--- src/rtl/int_stream_unpacker_if.sv ---
// int_stream_unpacker_if: packed-word input stream and extended-element output stream of the unpacker
interface int_stream_unpacker_if #(parameter int CNT_W = 16);
  logic             in_valid;
  logic             in_ready;
  logic [63:0]      in_data;
  logic [1:0]       in_kind;
  logic             in_unsigned;
  logic             out_valid;
  logic             out_ready;
  logic [63:0]      out_data;
  logic             out_last;
  logic [CNT_W-1:0] elem_count;
  modport slave (
    input  in_valid, in_data, in_kind, in_unsigned, out_ready,
    output in_ready, out_valid, out_data, out_last, elem_count
  );
  modport master (
    output in_valid, in_data, in_kind, in_unsigned, out_ready,
    input  in_ready, out_valid, out_data, out_last, elem_count
  );
endinterface

--- src/rtl/int_stream_unpacker.sv ---
// int_stream_unpacker: splits 64-bit words into byte/shortint/int/longint elements, LSB-first, sign- or zero-extended
module int_stream_unpacker #(
  parameter int CNT_W = 16
) (
  input logic clk,
  input logic rst,
  int_stream_unpacker_if.slave bus
);
  typedef enum logic {EMPTY, HOLD} state_t;
  state_t           state_q, state_d;
  logic [2:0]       idx_q, idx_d;
  logic [63:0]      word_q, word_d;
  logic [1:0]       kind_q, kind_d;
  logic             uns_q, uns_d;
  logic [CNT_W-1:0] cnt_q, cnt_d;
  logic             busy, acc, hand, last;
  logic [2:0]       last_idx;
  logic [8:0]       sh_amt;
  logic [63:0]      sh, elem;
  always_comb begin
    busy     = state_q == HOLD;
    last_idx = 3'd7 >> kind_q;
    last     = busy && idx_q == last_idx;
    // bit offset of element idx is idx * (8 << kind)
    sh_amt   = {6'd0, idx_q} << ({1'b0, kind_q} + 3'd3);
    sh       = word_q >> sh_amt;
    elem     = kind_q == 2'd0 ? {{56{~uns_q & sh[7]}}, sh[7:0]} :
               kind_q == 2'd1 ? {{48{~uns_q & sh[15]}}, sh[15:0]} :
               kind_q == 2'd2 ? {{32{~uns_q & sh[31]}}, sh[31:0]} : sh;
    bus.out_valid  = busy;
    bus.out_last   = last;
    bus.out_data   = busy ? elem : 64'd0;
    bus.in_ready   = !busy || (last && bus.out_ready);
    bus.elem_count = cnt_q;
    hand    = busy && bus.out_ready;
    acc     = bus.in_valid && bus.in_ready;
    state_d = acc ? HOLD : (hand && last) ? EMPTY : state_q;
    idx_d   = acc ? 3'd0 : hand ? idx_q + 3'd1 : idx_q;
    word_d  = acc ? bus.in_data : word_q;
    kind_d  = acc ? bus.in_kind : kind_q;
    uns_d   = acc ? bus.in_unsigned : uns_q;
    cnt_d   = hand ? cnt_q + 1'b1 : cnt_q;
  end
  always_ff @(posedge clk or posedge rst) begin
    if (rst) begin
      state_q <= EMPTY;
      idx_q   <= '0;
      word_q  <= '0;
      kind_q  <= '0;
      uns_q   <= 1'b0;
      cnt_q   <= '0;
    end else begin
      state_q <= state_d;
      idx_q   <= idx_d;
      word_q  <= word_d;
      kind_q  <= kind_d;
      uns_q   <= uns_d;
      cnt_q   <= cnt_d;
    end
  end
endmodule

--- src/flat_wrapper.sv ---
// flat-port wrapper written by rule: the top's interface ports become plain ports
module int_stream_unpacker_flat 
#(
  parameter int CNT_W = 16
)
  (clk, rst, bus_in_valid, bus_in_data, bus_in_kind, bus_in_unsigned, bus_out_ready, bus_in_ready, bus_out_valid, bus_out_data, bus_out_last, bus_elem_count);
  int_stream_unpacker_if #(.CNT_W(CNT_W)) bus_i ();
  input logic clk;
  input logic rst;
  input wire logic [$bits(bus_i.in_valid)-1:0] bus_in_valid;
  input wire logic [$bits(bus_i.in_data)-1:0] bus_in_data;
  input wire logic [$bits(bus_i.in_kind)-1:0] bus_in_kind;
  input wire logic [$bits(bus_i.in_unsigned)-1:0] bus_in_unsigned;
  input wire logic [$bits(bus_i.out_ready)-1:0] bus_out_ready;
  output wire logic [$bits(bus_i.in_ready)-1:0] bus_in_ready;
  output wire logic [$bits(bus_i.out_valid)-1:0] bus_out_valid;
  output wire logic [$bits(bus_i.out_data)-1:0] bus_out_data;
  output wire logic [$bits(bus_i.out_last)-1:0] bus_out_last;
  output wire logic [$bits(bus_i.elem_count)-1:0] bus_elem_count;
  assign bus_i.in_valid = bus_in_valid;
  assign bus_i.in_data = bus_in_data;
  assign bus_i.in_kind = bus_in_kind;
  assign bus_i.in_unsigned = bus_in_unsigned;
  assign bus_i.out_ready = bus_out_ready;
  assign bus_in_ready = bus_i.in_ready;
  assign bus_out_valid = bus_i.out_valid;
  assign bus_out_data = bus_i.out_data;
  assign bus_out_last = bus_i.out_last;
  assign bus_elem_count = bus_i.elem_count;
  int_stream_unpacker #(.CNT_W(CNT_W)) u_core (.clk(clk), .rst(rst), .bus(bus_i));
endmodule
--- config.mk ---
export PLATFORM = sky130hd
export DESIGN_NAME = int_stream_unpacker_flat
export DESIGN_NICKNAME = d
export VERILOG_FILES = /design/src/rtl/int_stream_unpacker_if.sv /design/src/rtl/int_stream_unpacker.sv /design/src/flat_wrapper.sv
export SDC_FILE = /design/constraint.sdc
export NUM_CORES = 1
export LEC_CHECK = 0
export ABC_CLOCK_PERIOD_IN_PS = 6400
export BUFFER_PORTS_ARGS = -buffer_cell sky130_fd_sc_hd__buf_2
export CORE_UTILIZATION = 50
export CTS_BUF_LIST = sky130_fd_sc_hd__clkbuf_4 sky130_fd_sc_hd__clkbuf_8
export DETAILED_ROUTE_END_ITERATION = 8
export GPL_ROUTABILITY_DRIVEN = 0
export PLACE_DENSITY = 0.72
export SLEW_MARGIN = 0
export SYNTH_ARGS = -nofsm -noshare
export SYNTH_HDL_FRONTEND = slang
export SYNTH_SLANG_ARGS = --single-unit
--- constraint.sdc ---
create_clock -name clk -period 6.4 [get_ports clk]
set_input_delay 1.28 -clock clk [delete_from_list [all_inputs] [get_ports clk]]
set_output_delay 1.28 -clock clk [all_outputs]
set_load 0.1 [all_outputs]
==> flow_metrics.tcl <==
set metrics [dict create \
    min_period_ps 6180 \
    diodes 0 \
    dp_cells 1401 \
    cp-end-kind "output port" \
    die-height_um 136 \
    synth_compound_area_frac 0.283 \
    slowest_stage "a222oi_1" \
    cp-start-kind "flip-flop" \
    cpPeakStageDelay_ps 920 \
    rsz0062_at_grt "false" \
    path_delay_family "compound AO/OA/AOI/OAI gates" \
    dieArea_um2 18400 \
    synth.top_cell.area_share 0.243 \
    wirelength_um 30900 \
    avgSynthCellArea_um2 8.23 \
    post-route-util 0.639 \
    synth_adder_area_share 0.00838 \
    synthSimpleGateAreaFrac 0.199 \
    synth_edf_count 0 \
    grt_pass1_wl_um 47900 \
    slew_violations 0 \
    num-nets-final 1272 \
    yosysUniqueCellTypes 96 \
    cts-root-buf "clkbuf_8" \
    hold_class "reg2reg" \
    ys_ff_latch 87 \
    cts_sinks 87 \
    fin_area_um2 11100 \
    drt_iter0_markers 1695 \
    crit_required_ps 5120 \
    drc 0 \
    final_common_cell "nand2_1" \
    rows 48 \
    finalSetupViolations 0 \
    final_cell_mix "nand2_1, buf_2, dfrtp_1" \
    critPathBufInv 4 \
    fmax_mhz 162 \
    period_share 0.965 \
    cts.path.max_buffers 2 \
    overflow 0 \
    crit_path_frequent_cell "buf_4" \
    die_w_um 136 \
    relSlewSlack 0.279 \
    synth_xor_area_frac 0.0217 \
    yosys_warnings 0 \
    grt_usage 0.335 \
    worst_slack_ps 221 \
    synthCells 1088 \
    synthMuxAreaShare 0.180 \
    cts_tree "built" \
    ys.flop_type "dfrtp_1" \
    drive_above_1_share 0.324 \
    synth_top_area_cell "dfrtp_1" \
    hold_viol_final 0 \
    synth_top_family_by_area "compound AO/OA/AOI/OAI gates" \
    arrival_ps 4900 \
    place_hpwl_um 23500 \
    start_util 0.514 \
    critPathMaxFanout 16 \
    cts_made_buffers 9 \
    status "finished, final reports clean" \
    drtAntennaViolNets 0 \
    drv_cap 0 \
    synth_area_um2 8950 \
    placed_cell_area_um2 10800 \
    clk_latency_ps 380 \
    via_count 9801 \
    grt_max_degree 88 \
    tightestPinTransition_ps 1080 \
    wl_per_cell_um 21.7 \
    port-buffer-count 153 \
    drt_pass1_iterations 7 \
    instances_no_fill 1425 \
    synth_nets 1165 \
    ys_seq_area_frac 0.243 \
    cts.htree.levels 3 \
    fp.coreArea_um2 17400 \
    worstSetupPathType "reg2out" \
    synthTopCellsByArea "dfrtp_1, mux2_2, mux2i_1" \
    grt_antenna_before_repair 0 \
    finalClockSkew_ps 10.7 \
    routed_via_density 6.88 \
    clk_pin_slew_ps 100 \
    syn_to_final_growth_pct 24.2 \
    async_flop_share 1.00 \
    pre_cts_slack_ps 514 \
    worstPathCellList "inv_1 > ha_2 > buf_4 > or3b_2 > nand3_2 > buf_4 > o32ai_1 > a221oi_1 > a222oi_1 > nand2_1 > a21oi_2 > buf_12" \
    io_pins 154 \
    grt_pass1_vias 8546 \
]
## worst register-to-register path, cell delays in order (launching register included)
cell and delay [ps]:
dfrtp_1 440, inv_1 100, ha_2 390, buf_4 250, buf_4 310, xor2_1 220
nor4_2 90, nand2_1 70, nand2_1 110, nand2_2 100, buf_4 620, mux2_2 500
## worst paths after layout
kind / startpoint / end / slack, ps / cells past startpoint
max: u_core.kind_q[1] / bus_out_data[38] / 220 / 12
min: u_core.bus.elem_count[15] / u_core.bus.elem_count[15] / 490 / 1
max reg2reg: u_core.kind_q[1] / u_core.word_q[8] / 3090 / 11
min reg2reg: u_core.bus.elem_count[15] / u_core.bus.elem_count[15] / 490 / 1
max in group asynchronous: rst / u_core.word_q[15] / 4480 / 3
min in group asynchronous: rst / u_core.bus.elem_count[12] / 1230 / 3
## state kept, by name, summed over array words and instances, names as in the netlist
signal and flops:
u_core.bus.out_valid 1, u_core.word_q 64, u_core.uns_q 1, u_core.idx_q 3, u_core.kind_q 2, u_core.bus.elem_count 16
## through the flow
step,setup TNS (ps),hold slack (ps)
floorplan,-8140,479
global placement,0,475
detailed placement,0,478
CTS,0,494
global route,0,520
finish,0,494
## layer usage
layer | share of wire | wire, um | GRT usage | vias up
met5 | 0 | 0 | 0 | -
met4 | 0.042 | 1300 | 0.145 | 0
met3 | 0.12 | 3780 | 0.0679 | 126
met2 | 0.41 | 12600 | 0.461 | 726
met1 | 0.43 | 13300 | 0.497 | 4553
li1 | - | - | - | 4396
## Yosys cell counts, types with 14 or more instances
cell,instances
nand2_1,110
dfrtp_1,87
mux2_2,83
a21oi_1,78
nor2_1,77
nand3_1,56
mux2i_1,55
o21ai_0,48
clkbuf_1,43
buf_2,36
a211oi_1,32
o211ai_1,31
a31oi_1,19
o32ai_1,17
and3_1,15
xnor2_1,14
## kinds of logic (layout without fill, tap and decap cells)
kind of cell | Yosys count | after routing
adder cells (fa/ha/maj) | 6 | 6
flip-flops | 87 | 87
XOR/XNOR | 20 | 20
buffers and inverters | 115 | 226
AO/OA/AOI/OAI | 355 | 355
AND/OR/NAND/NOR | 361 | 362
multiplexers | 144 | 144
## timing repair
item	CTS	global route
hold buffers	0	0
gates resized for setup	0	7
endpoints found under the setup margin	0	51
buffers inserted	0	7
## area by class of cell
type                       instances  area [um2]
multi-input combinational        887        6540
fill                            1515        6290
sequential                        87        2180
timing repair buffer             199        1880
tap                              225         282
clock buffer                       9         124
clock inverter                     7        80.1
inverter                          11        42.5
Power is not shown: default switching activity piles up to over one toggle a cycle in this logic, so the estimate is an artifact.
